File: src/rtl/instr_fetch_unit.sv
// Instruction fetch: owns the PC, issues in-order word reads, and buffers returned instructions for decode.
// Optional build macro FETCH_MISALIGN_CHK_EN adds a sticky misalign_err flag for unaligned redirect targets.
module instr_fetch_unit #(
  parameter int                ADDR_W   = 32,
  parameter logic [ADDR_W-1:0] RESET_PC = '0,
  parameter int                QDEPTH   = 2
) (
  input  logic              clk,
  input  logic              rst_n,
  output logic              imem_req_valid,
  input  logic              imem_req_ready,
  output logic [ADDR_W-1:0] imem_req_addr,
  input  logic              imem_rsp_valid,
  input  logic [31:0]       imem_rsp_data,
  output logic              instr_valid,
  input  logic              instr_ready,
  output logic [31:0]       instr,
  output logic [ADDR_W-1:0] instr_pc,
  input  logic              redirect_valid,
  input  logic [ADDR_W-1:0] redirect_pc
`ifdef FETCH_MISALIGN_CHK_EN
  ,
  output logic              misalign_err
`endif
);

  localparam int PTR_W = $clog2(QDEPTH);
  localparam int CNT_W = PTR_W + 1;
  localparam logic [CNT_W:0] QDEPTH_C = (CNT_W+1)'(QDEPTH);

  logic [ADDR_W-1:0] pc;
  logic [PTR_W-1:0]  head;
  logic [PTR_W-1:0]  fptr;
  logic [PTR_W-1:0]  tail;
  logic [CNT_W-1:0]  n_alloc;
  logic [CNT_W-1:0]  n_pend;
  logic [CNT_W-1:0]  drop_cnt;
  logic [ADDR_W-1:0] slot_pc   [QDEPTH];
  logic [31:0]       slot_data [QDEPTH];

  logic              req_fire;
  logic              pop;
  logic              rsp_live;
  logic              rsp_drop;
  logic [CNT_W:0]    in_use;
  logic [CNT_W-1:0]  stale;
  logic [CNT_W-1:0]  drop_on_redirect;

  // Slots are a ring: [head, fptr) are FILLED, [fptr, tail) are PENDING.
  // Filled entries are always the oldest, so the head is FILLED exactly when n_alloc > n_pend.
  assign in_use         = {1'b0, n_alloc} + {1'b0, drop_cnt};
  assign imem_req_valid = rst_n & ~redirect_valid & (in_use < QDEPTH_C);
  assign imem_req_addr  = pc;
  assign req_fire       = imem_req_valid & imem_req_ready;

  assign instr_valid    = (n_alloc != n_pend);
  assign instr          = instr_valid ? slot_data[head] : '0;
  assign instr_pc       = instr_valid ? slot_pc[head]   : '0;
  assign pop            = instr_valid & instr_ready;

  assign rsp_drop       = imem_rsp_valid & (drop_cnt != '0);
  assign rsp_live       = imem_rsp_valid & (drop_cnt == '0) & (n_pend != '0);

  // Every request still owed a response when a redirect lands becomes stale;
  // a response arriving in that very cycle already retires one of them.
  assign stale            = drop_cnt + n_pend + CNT_W'(req_fire);
  assign drop_on_redirect = stale - CNT_W'(imem_rsp_valid && (stale != '0));

  always_ff @(posedge clk) begin
    if (!rst_n) begin
      pc       <= RESET_PC;
      head     <= '0;
      fptr     <= '0;
      tail     <= '0;
      n_alloc  <= '0;
      n_pend   <= '0;
      drop_cnt <= '0;
    end else if (redirect_valid) begin
      pc       <= redirect_pc & ~ADDR_W'(3);
      head     <= '0;
      fptr     <= '0;
      tail     <= '0;
      n_alloc  <= '0;
      n_pend   <= '0;
      drop_cnt <= drop_on_redirect;
    end else begin
      if (req_fire) begin
        pc   <= pc + ADDR_W'(4);
        tail <= tail + PTR_W'(1);
      end
      if (rsp_live) fptr <= fptr + PTR_W'(1);
      if (pop)      head <= head + PTR_W'(1);
      if (rsp_drop) drop_cnt <= drop_cnt - CNT_W'(1);
      n_alloc <= n_alloc + CNT_W'(req_fire) - CNT_W'(pop);
      n_pend  <= n_pend  + CNT_W'(req_fire) - CNT_W'(rsp_live);
    end
  end

  // Payload storage carries no reset; outputs are masked by instr_valid instead.
  always_ff @(posedge clk) begin
    if (req_fire) slot_pc[tail]   <= pc;
    if (rsp_live) slot_data[fptr] <= imem_rsp_data;
  end

`ifdef FETCH_MISALIGN_CHK_EN
  always_ff @(posedge clk) begin
    if (!rst_n)
      misalign_err <= 1'b0;
    else if (redirect_valid && (redirect_pc[1:0] != 2'b00))
      misalign_err <= 1'b1;
  end
`endif

endmodule

File: config.mk
export PLATFORM = sky130hd
export DESIGN_NAME = instr_fetch_unit
export DESIGN_NICKNAME = d
export VERILOG_FILES = /design/src/rtl/instr_fetch_unit.sv
export SDC_FILE = /design/constraint.sdc
export NUM_CORES = 1
export LEC_CHECK = 0
export CORE_MARGIN = 4
export CORE_UTILIZATION = 40
export CTS_BUF_LIST = sky130_fd_sc_hd__clkbuf_8
export DETAILED_ROUTE_END_ITERATION = 7
export PLACE_DENSITY = 0.66
export SLEW_MARGIN = 20
export SYNTH_ARGS = -nofsm -noshare
export SYNTH_HDL_FRONTEND = slang
export SYNTH_SLANG_ARGS = --single-unit
File: constraint.sdc
create_clock -name clk -period 6.3 [get_ports clk]
set_input_delay 1.89 -clock clk [delete_from_list [all_inputs] [get_ports clk]]
set_output_delay 1.89 -clock clk [all_outputs]
set_load 0.01 [all_outputs]
Word-level counts from Yosys, hierarchy flattened

Memories as Yosys holds them, arrays and structs flattened. A register that Yosys moved wholly into a read port is not among the register bits.
Cells that the tools add are included.

Muxes and demuxes: 14
$add $sub $neg: 13
Bitwise gates (word level): 9
$lt $le $gt $ge: 1
Reduce and logical (&&, ||, !) cells: 8
Eq/ne operators: 1

Operator list:

| operator                                                    | number |
|---|---|
| two-way mux 32 bit                                          | 4 |
| adder 32 x 3 -> 32 bit (second input constant)              | 1 |
| nonzero test 2 bit                                          | 5 |
| two-way mux 1 bit                                           | 8 |
| AND 1 bit                                                   | 7 |
| adder 2 x 1 -> 2 bit                                        | 3 |
| subtractor 2 x 1 -> 2 bit                                   | 3 |
| two-way mux 2 bit                                           | 2 |
| adder 1 bit (second input constant)                         | 3 |
| adder 2 x 2 -> 3 bit                                        | 1 |
| less-than comparator 3 x 2 -> 1 bit (second input constant) | 1 |
| adder 2 bit                                                 | 1 |
| zero test 2 bit                                             | 1 |
| != test 2 bit                                               | 1 |
| NOT 1 bit                                                   | 2 |
| OR reduction 2 bit                                          | 1 |
| subtractor 2 x 1 -> 2 bit (second input constant)           | 1 |
| logical AND 1 bit                                           | 1 |

Input bits: 70
Bits in writable memories: 128
Output and inout bits: 98
Flip-flop bits (word level): 41
Memories kept: 2

Memory list:

| name      | words | bits a word | rd ports | clocked after memory_dff | write ports | line | text |
|---|---|---|---|---|---|---|---|
| slot_data | 2     | 32          | 1        | 1                        | 1           | 39   | `logic [31:0] slot_data [QDEPTH];` |
| slot_pc   | 2     | 32          | 1        | 1                        | 1           | 38   | `logic [ADDR_W-1:0] slot_pc [QDEPTH];` |

Longest topological paths before layout

Gate-level depths: netlist of run 1.

Depth in word-level cells: 9
Depth in mapped cells: 13
Depth with buffers taken out: 13

Worst setup path after synthesis of run 1

Ideal clock, no wire load.

Path type: input to output
Start: in rst_n
End: out imem_req_valid
Cell stages on the path: 4
Data arrival time: 2.636 ns
Path buffers: 2
Slack: 1.774 ns
Cell sequence: clkbuf_1 > nand2b_1 > clkbuf_1 > nor3_1

Longest elaborated chain between the ends: 2

RTL lines:

| item                   | line | text |
|---|---|---|
| start, declared        | 9    | `input logic rst_n,` |
| AND 1 bit (2 in a row) | 52   | `assign imem_req_valid = rst_n & ~redirect_valid & (in_use < QDEPTH_C);` |
| end, declared          | 10   | `output logic imem_req_valid,` |

Every way passes these cells.

Final worst setup path of run 1

Start: in redirect_valid
End: out imem_req_valid

Longest elaborated chain between the ends: 3

RTL lines:

| item                   | line | text |
|---|---|---|
| start, declared        | 19   | `input logic redirect_valid,` |
| NOT 1 bit              | 52   |  |
| AND 1 bit (2 in a row) | 52   |  |

Every way passes these cells.

==> metrics.txt, run 1 <==
# TYPE chip_impl_metric gauge
chip_impl_info{name="outcome",value="completed"} 1
chip_impl_metric{name="initial_core_util",unit=""} 0.409
chip_impl_metric{name="place.port_buffers",unit=""} 161
chip_impl_metric{name="dp_hpwl",unit="mm"} 11.5
chip_impl_metric{name="fillCellCount",unit=""} 1509
chip_impl_metric{name="synth_compound_area_frac",unit=""} 0.0792
chip_impl_metric{name="critical_path.max_stage_delay",unit="ns"} 0.58
chip_impl_metric{name="vdd.ir_drop.worst",unit="mV"} 0.150
chip_impl_info{name="setup.worst_path.class",value="primary input to primary output"} 1
chip_impl_metric{name="report.final.slew_viol_count",unit=""} 0
chip_impl_metric{name="mux_contribution_to_synthesized_area",unit=""} 0.0905
chip_impl_info{name="cts.root.buffer_cell",value="clkbuf_8"} 1
chip_impl_metric{name="asr_flop_ratio_synth",unit=""} 0
chip_impl_metric{name="maximum_number_of_pins_on_one_net_before_global_route_repair",unit=""} 63
chip_impl_info{name="end_of_the_worst_register_to_register_path",value="drop_cnt[1]"} 1
chip_impl_metric{name="firstDrtPassIters",unit=""} 5
chip_impl_metric{name="die_w",unit="um"} 141
chip_impl_metric{name="timing.reg2reg.worst_path_depth",unit=""} 13
chip_impl_metric{name="place_worst_setup_slack",unit="ns"} 0.970
chip_impl_metric{name="synth-xor-area-share",unit=""} 0.0255
chip_impl_metric{name="io_pins",unit=""} 168
chip_impl_info{name="cp_cell_sequence",value="clkdlybuf4s50_1, nand2b_1, nor3_1, clkdlybuf4s50_1"} 1
chip_impl_info{name="launching_point_of_the_worst_reg2reg_path",value="drop_cnt[0]"} 1
chip_impl_metric{name="register_cell_area_after_layout",unit="um2"} 4530
chip_impl_info{name="synth.area.top_cells",value="edfxtp_1 53%, dfxtp_1 11%, mux2i_1 9.1%"} 1
chip_impl_metric{name="synth.avg_cell_area",unit="um2"} 12.6
chip_impl_metric{name="detailedRoute.firstIterationViolations",unit=""} 334
chip_impl_metric{name="synth_seq_cells",unit=""} 164
chip_impl_metric{name="remaining_drc_errors",unit=""} 0
chip_impl_info{name="tritoncts",value="built"} 1
chip_impl_metric{name="finalNetCount",unit=""} 796
chip_impl_metric{name="synth.yosys.warnings",unit=""} 0
chip_impl_metric{name="pwr_per_cell_area",unit="nW/um2"} 239
chip_impl_metric{name="post_synth_instance_area",unit="um2"} 7080
chip_impl_metric{name="grt_first_pass_wirelength",unit="mm"} 25.8
chip_impl_metric{name="yosysSeqAreaShare",unit=""} 0.639
chip_impl_info{name="synth_largest_area_cell",value="edfxtp_1"} 1
chip_impl_info{name="cp-startpoint",value="redirect_valid"} 1
chip_impl_metric{name="post-synth-top-area-fraction",unit=""} 0.526
chip_impl_metric{name="finalCriticalPeriod",unit="ns"} 5.34
chip_impl_metric{name="avgRoutedWirePerCell",unit="um"} 17.4
chip_impl_metric{name="critical_path_arrival",unit="ns"} 3.45
chip_impl_metric{name="max-clock-path-buffers",unit=""} 2
chip_impl_metric{name="cts.sinks",unit=""} 164
chip_impl_metric{name="cts_made_buffers",unit=""} 17
chip_impl_metric{name="cts_resized",unit=""} 0
chip_impl_info{name="holdCritPathClass",value="register to register"} 1
chip_impl_info{name="grt_setup_unrepaired",value="false"} 1
chip_impl_metric{name="multi_input_area",unit="um2"} 2370
chip_impl_metric{name="synth_enable_flop_cells",unit=""} 124
chip_impl_info{name="critPathCapture",value="imem_req_valid"} 1
chip_impl_metric{name="grt_antenna_before_repair",unit=""} 0
chip_impl_metric{name="die_height",unit="um"} 141
chip_impl_info{name="setup.worst_path.end_class",value="primary output"} 1
chip_impl_metric{name="report.final.hold_viol_count",unit=""} 0
chip_impl_metric{name="vias",unit=""} 5011
chip_impl_metric{name="synth-simple-area-share",unit=""} 0.117
chip_impl_metric{name="synth_fa_ha_area_frac",unit=""} 0.0180
chip_impl_metric{name="static-leakage-power",unit="uW"} 0.00304
chip_impl_info{name="cpMostUsedCell",value="clkdlybuf4s50_1"} 1
chip_impl_metric{name="vias_in_the_first_global_route",unit=""} 4903
chip_impl_metric{name="final.period_utilization",unit=""} 0.847
chip_impl_metric{name="design.die.area",unit="um2"} 19900
chip_impl_metric{name="totalWireLength",unit="mm"} 16.6
chip_impl_info{name="most_frequently_used_flop_master_after_synthesis",value="edfxtp_1"} 1
chip_impl_metric{name="post_cts.repair.setup_buffers",unit=""} 0
chip_impl_metric{name="globalRouteTotalUtil",unit=""} 0.167
chip_impl_metric{name="crit_fanout",unit=""} 10
chip_impl_metric{name="maxSlewHeadroom",unit=""} 0.357
chip_impl_metric{name="cts.hold.buffers_added",unit=""} 0
chip_impl_metric{name="pin_slew_with_the_least_headroom_to_its_limit",unit="ns"} 0.962
chip_impl_metric{name="synthesis.instances",unit=""} 563
chip_impl_metric{name="tns",unit="ns"} 0
chip_impl_metric{name="critical_path_required",unit="ns"} 4.41
chip_impl_metric{name="worst_setup_hold_path_clk_slew",unit="ns"} 0.08
chip_impl_metric{name="clock_skew",unit="ns"} 0.00872
chip_impl_metric{name="clock_insertion_delay_worst_skew",unit="ns"} 0.45
chip_impl_metric{name="diodes",unit=""} 0
chip_impl_metric{name="max_freq",unit="MHz"} 187
chip_impl_metric{name="rows",unit=""} 48
chip_impl_info{name="setup.worst_path.start_class",value="primary input"} 1
chip_impl_metric{name="cts.htree.levels",unit=""} 4
chip_impl_metric{name="max_cap_viol_count",unit=""} 0
chip_impl_metric{name="post_drt_via_cell_ratio",unit=""} 5.25
chip_impl_metric{name="area_growth_syn_to_layout",unit="%"} 31.3
chip_impl_metric{name="post-route-worst-setup-slack",unit="ns"} 0.965
chip_impl_metric{name="ant_nets",unit=""} 0
chip_impl_metric{name="grt_overflow",unit=""} 0
chip_impl_info{name="worst_path_max_delay_cell",value="clkdlybuf4s50_1"} 1
chip_impl_metric{name="place_congestion",unit=""} 0.789
chip_impl_metric{name="number_of_library_cell_types_mapped_by_synthesis",unit=""} 47
chip_impl_metric{name="worst-r2r-setup-slack",unit="ns"} 2.81
chip_impl_metric{name="floorplan.core_area",unit="um2"} 17300
chip_impl_info{name="main_combinational_cell_family_by_area_after_synthesis",value="simple AND/OR/NAND/NOR gates"} 1
chip_impl_metric{name="setup-violations-final",unit=""} 0
chip_impl_metric{name="layout-drive-gt1-share",unit=""} 0.0603
==> worst max-delay path: cells and delay by family <==
family / cells / cell delay [ns]
simple gates: 2 / 0.57
buf+inv: 2 / 0.99
==> kinds of logic (layout without fill, tap and decap cells) <==
kind of cell / count (synthesis) / after routing
and+or+nand+nor: 173 / 173
DFF: 164 / 164
AOI/OAI and AO/OA: 81 / 81
muxes: 64 / 64
buffers and inverters: 52 / 216
xor gates and xnor gates: 19 / 19
adders and majority gates: 9 / 9
other: 1 / 4
==> report_power, final <==
part	total [uW]	leakage [uW]	internal, uW	switching (uW)
sequential	1230	0.00146	1190	38.1
combinational	295	0.00139	156	139
clock	693	0.000191	319	375
==> metrics by stage <==
step	util	area (um2)	hold slack, ns	instances	total power (uW)
after floorplan	-	7090	0.472	566	1390
after global placement	0.515	8900	0.488	922	1540
after detailed placement	0.515	8900	0.498	922	1550
after CTS	0.536	9270	0.524	954	2240
after global routing	0.537	9290	0.557	955	2320
final	0.537	9290	0.517	955	2220
==> final cells by class <==
cell class              count  area share
flip-flops and latches    164       0.487
well taps                 225      0.0303
clock inverters            14      0.0125
clock buffers              18      0.0267
repair buffers            168       0.181
inverters                  16     0.00646
multi-input cells         350       0.256
==> placed cells by master (no fill, tap or decap), drive strengths merged, types with 3 or more instances in the layout <==
master,netlist,routed
a211oi,3,3
o21a,4,4
or4,11,11
nand2b,5,5
o311a,9,9
a31oi,11,11
nor2,85,85
conb,1,4
dfxtp,40,40
a221o,5,5
xor2,9,9
clkinv,1,10
and4,3,3
clkbuf,28,18
ha,7,7
clkdlybuf4s50,0,161
and2,4,4
inv,15,17
o31ai,7,7
o211ai,3,3
nand2,23,23
nor3,9,9
nand3,7,7
mux2i,64,64
nor4,5,5
edfxtp,124,124
nand4,12,12
xnor2,9,9
o21ai,27,27
a21oi,5,5
buf,8,7
==> worst min path at each step <==
stage	cells past startpoint	start	slack, ns	endpoint
3_3_place_gp	2	head	0.49	register
6_report	2	head	0.52	head
2_1_floorplan	2	head	0.47	register
5_1_grt	2	head	0.56	head
3_5_place_dp	2	head	0.50	register
4_1_cts	2	head	0.52	head
==> per-layer routing <==
layer,GRT usage,share of wire,wire length (um)
met2,0.287,0.50,8350
met4,0.0576,0.014,229
met3,0.0360,0.055,908
met5,0,0,0
met1,0.208,0.43,7130
==> cells in the mapped netlist, types with 2 or more instances <==
cell	count
a211oi_1	3
a21oi_1	5
a221o_1	5
a31oi_1	11
and2_1	4
and3_1	2
and4_1	3
buf_1	2
buf_2	2
buf_4	4
clkbuf_1	28
dfxtp_1	40
edfxtp_1	124
fa_1	2
ha_1	7
inv_1	14
mux2i_1	64
nand2_1	23
nand2b_1	5
nand3_1	7
nand4_1	12
nor2_1	85
nor2b_1	2
nor3_1	9
nor4_1	5
o211ai_1	3
o21a_1	4
o21ai_0	27
o311a_1	9
o31a_1	2
o31ai_1	7
or3_1	2
or4_1	11
xnor2_1	9
xor2_1	9
==> flip-flops by register name, summed over array words and instances (netlist names), named ones only <==
signal	cells
slot_data	64
n_pend	2
head	1
imem_req_addr	30
n_alloc	2
fptr	1
slot_pc	60
tail	1
drop_cnt	2
No activity file was read; power rests on OpenSTA's default activity.
==> inputs of run 2 (changes only) <==
- PLACE_DENSITY: 0.66 -> 0.69
- clock period: 6.3 -> 4.48 ns (I/O delays scaled with it)
==> run 2 against run 1 <==
Largest power group unchanged. Worst setup slack worse by 0.48 ns. Worst hold slack improved by 0.0068 ns. Register-to-register slack got worse by 1.4 ns. Largest cell class unchanged. Sequential power up 41%.
==> metrics.txt, run 2 (synthesized netlist as in run 1, its figures left out) <==
# TYPE chip_impl_metric gauge
chip_impl_metric{name="firstDrtPassIters",unit=""} 5
chip_impl_info{name="holdCritPathClass",value="register to register"} 1
chip_impl_info{name="cts.root.buffer_cell",value="clkbuf_8"} 1
chip_impl_metric{name="floorplan.core_area",unit="um2"} 17300
chip_impl_info{name="most-common-layout-cells",value="161 x clkdlybuf4s50_1, 124 x edfxtp_1, 81 x nor2_1"} 1
chip_impl_metric{name="clock_insertion_delay_worst_skew",unit="ns"} 0.45
chip_impl_metric{name="setup-violations-final",unit=""} 0
chip_impl_info{name="end_of_the_worst_register_to_register_path",value="drop_cnt[1]"} 1
chip_impl_metric{name="pwr_per_cell_area",unit="nW/um2"} 353
chip_impl_metric{name="report.final.hold_viol_count",unit=""} 0
chip_impl_info{name="hold_start",value="head"} 1
chip_impl_metric{name="finalCriticalPeriod",unit="ns"} 3.99
chip_impl_metric{name="max-clock-path-buffers",unit=""} 2
chip_impl_metric{name="worst-r2r-setup-slack",unit="ns"} 1.38
chip_impl_metric{name="io_pins",unit=""} 168
chip_impl_metric{name="vdd.ir_drop.worst",unit="mV"} 0.183
chip_impl_info{name="regMostFlops",value="slot_data"} 1
chip_impl_metric{name="cts.sinks",unit=""} 164
chip_impl_metric{name="worstHoldPathCells",unit=""} 2
chip_impl_metric{name="maxSlewHeadroom",unit=""} 0.334
chip_impl_info{name="layout_commonest_cell",value="clkdlybuf4s50_1"} 1
chip_impl_metric{name="grt_first_pass_wirelength",unit="mm"} 27.0
chip_impl_metric{name="ant_nets",unit=""} 0
chip_impl_metric{name="critical_path_arrival",unit="ns"} 2.65
chip_impl_metric{name="vias_in_the_first_global_route",unit=""} 5106
chip_impl_metric{name="cts.htree.levels",unit=""} 4
chip_impl_metric{name="rows",unit=""} 48
chip_impl_metric{name="max_freq",unit="MHz"} 251
chip_impl_metric{name="cts_resized",unit=""} 0
chip_impl_metric{name="cts_made_buffers",unit=""} 17
chip_impl_metric{name="critical_path_required",unit="ns"} 3.14
chip_impl_metric{name="avgRoutedWirePerCell",unit="um"} 17.8
chip_impl_metric{name="remaining_drc_errors",unit=""} 0
chip_impl_metric{name="max_cap_viol_count",unit=""} 0
chip_impl_metric{name="grt_antenna_before_repair",unit=""} 0
chip_impl_metric{name="crit_fanout",unit=""} 2
chip_impl_metric{name="report.final.slew_viol_count",unit=""} 0
chip_impl_metric{name="timing.reg2reg.worst_path_depth",unit=""} 13
chip_impl_metric{name="post_cts.repair.setup_buffers",unit=""} 0
chip_impl_info{name="launching_point_of_the_worst_reg2reg_path",value="drop_cnt[0]"} 1
chip_impl_metric{name="grt_overflow",unit=""} 0
chip_impl_info{name="grt_setup_unrepaired",value="false"} 1
chip_impl_metric{name="maximum_number_of_pins_on_one_net_before_global_route_repair",unit=""} 47
chip_impl_metric{name="dp_hpwl",unit="mm"} 11.6
chip_impl_info{name="setup.worst_path.class",value="primary input to primary output"} 1
chip_impl_metric{name="place_congestion",unit=""} 0.864
chip_impl_metric{name="cts.hold.buffers_added",unit=""} 0
chip_impl_metric{name="vias",unit=""} 5029
chip_impl_metric{name="tns",unit="ns"} 0
chip_impl_metric{name="diodes",unit=""} 0
chip_impl_info{name="setup.worst_path.end_class",value="primary output"} 1
chip_impl_metric{name="die_w",unit="um"} 141
chip_impl_metric{name="totalWireLength",unit="mm"} 17.1
chip_impl_metric{name="final.period_utilization",unit=""} 0.891
chip_impl_metric{name="clock_skew",unit="ns"} 0.0115
chip_impl_info{name="outcome",value="completed"} 1
chip_impl_metric{name="globalRouteTotalUtil",unit=""} 0.174
chip_impl_metric{name="detailedRoute.firstIterationViolations",unit=""} 288
chip_impl_metric{name="max_reg_flops",unit=""} 64
chip_impl_info{name="setup.worst_path.start_class",value="primary input"} 1
chip_impl_metric{name="place.port_buffers",unit=""} 161
chip_impl_metric{name="finalNetCount",unit=""} 801
chip_impl_metric{name="post_drt_via_cell_ratio",unit=""} 5.24
chip_impl_info{name="tritoncts",value="built"} 1
chip_impl_metric{name="worst_setup_hold_path_clk_slew",unit="ns"} 0.09
chip_impl_metric{name="total_power",unit="uW"} 3320
chip_impl_metric{name="die_height",unit="um"} 141
chip_impl_metric{name="area_growth_syn_to_layout",unit="%"} 33.0
chip_impl_metric{name="post-route-cell-area",unit="um2"} 9410
chip_impl_metric{name="layout-drive-gt1-share",unit=""} 0.0680
chip_impl_metric{name="design.die.area",unit="um2"} 19900
chip_impl_metric{name="pin_slew_with_the_least_headroom_to_its_limit",unit="ns"} 0.997
chip_impl_metric{name="static-leakage-power",unit="uW"} 0.00310
chip_impl_metric{name="dpl-instance-area",unit="um2"} 8970
chip_impl_metric{name="initial_core_util",unit=""} 0.409
-- run 2: cell types whose count changed in the layout (fill, tap and decap cells not counted), sizes merged --
cell / before / now
bufinv: 1 / 4
clkinvlp: 2 / 0
buf: 7 / 12
clkbuf: 18 / 17
-- run 2: cell type report --
class	count	area [um2]
Clock buffer	17	234
Clock inverter	15	206
Fill cell	1478	7890
Inverter	16	60.1
Multi-Input combinational cell	350	2370
Sequential cell	164	4530
Tap cell	225	282
Timing Repair Buffer	173	1730
-- run 2: worst max-delay path by stage --
stage / cells past startpoint / slack (ns) / from / endpoint
after floorplan: 5 / 0.58 / rst_n / slot_pc[0][10]
after global placement: 13 / 0.42 / redirect_valid / drop_cnt[1]
after detailed placement: 13 / 0.28 / redirect_valid / drop_cnt[1]
after CTS: 4 / 0.47 / redirect_valid / imem_req_valid
after global routing: 5 / 0.34 / n_alloc[1] / instr[27]
final: 4 / 0.49 / redirect_valid / imem_req_valid
-- run 2: power breakdown --
group	leakage (uW)	switching, uW	internal, uW
registers	0.00146	54.3	1680
clock network	0.000223	550	613
logic	0.00142	200	228
total	0.00310	804	2520
-- run 2: stage by stage --
step	utilization	std cells	setup slack [ns]	hold slack [ns]
after floorplan	-	566	0.577	0.472
after global placement	0.519	928	0.424	0.493
after detailed placement	0.519	928	0.278	0.497
after CTS	0.544	960	0.466	0.524
after global routing	0.544	960	0.338	0.554
final	0.544	960	0.488	0.524
-- run 2: worst max-delay path, stage by stage --
cell and delay [ns]:
clkdlybuf4s50_1 0.41, nand2b_1 0.16, nor3_1 0.17, clkdlybuf4s50_1 0.57
-- run 2: layer usage --
layer,vias up,global-route usage,part of all wire
li1,2401,-,-
met1,2434,0.229,0.43
met4,0,0.0673,0.021
met3,29,0.0343,0.057
met5,-,0,0
met2,165,0.284,0.50
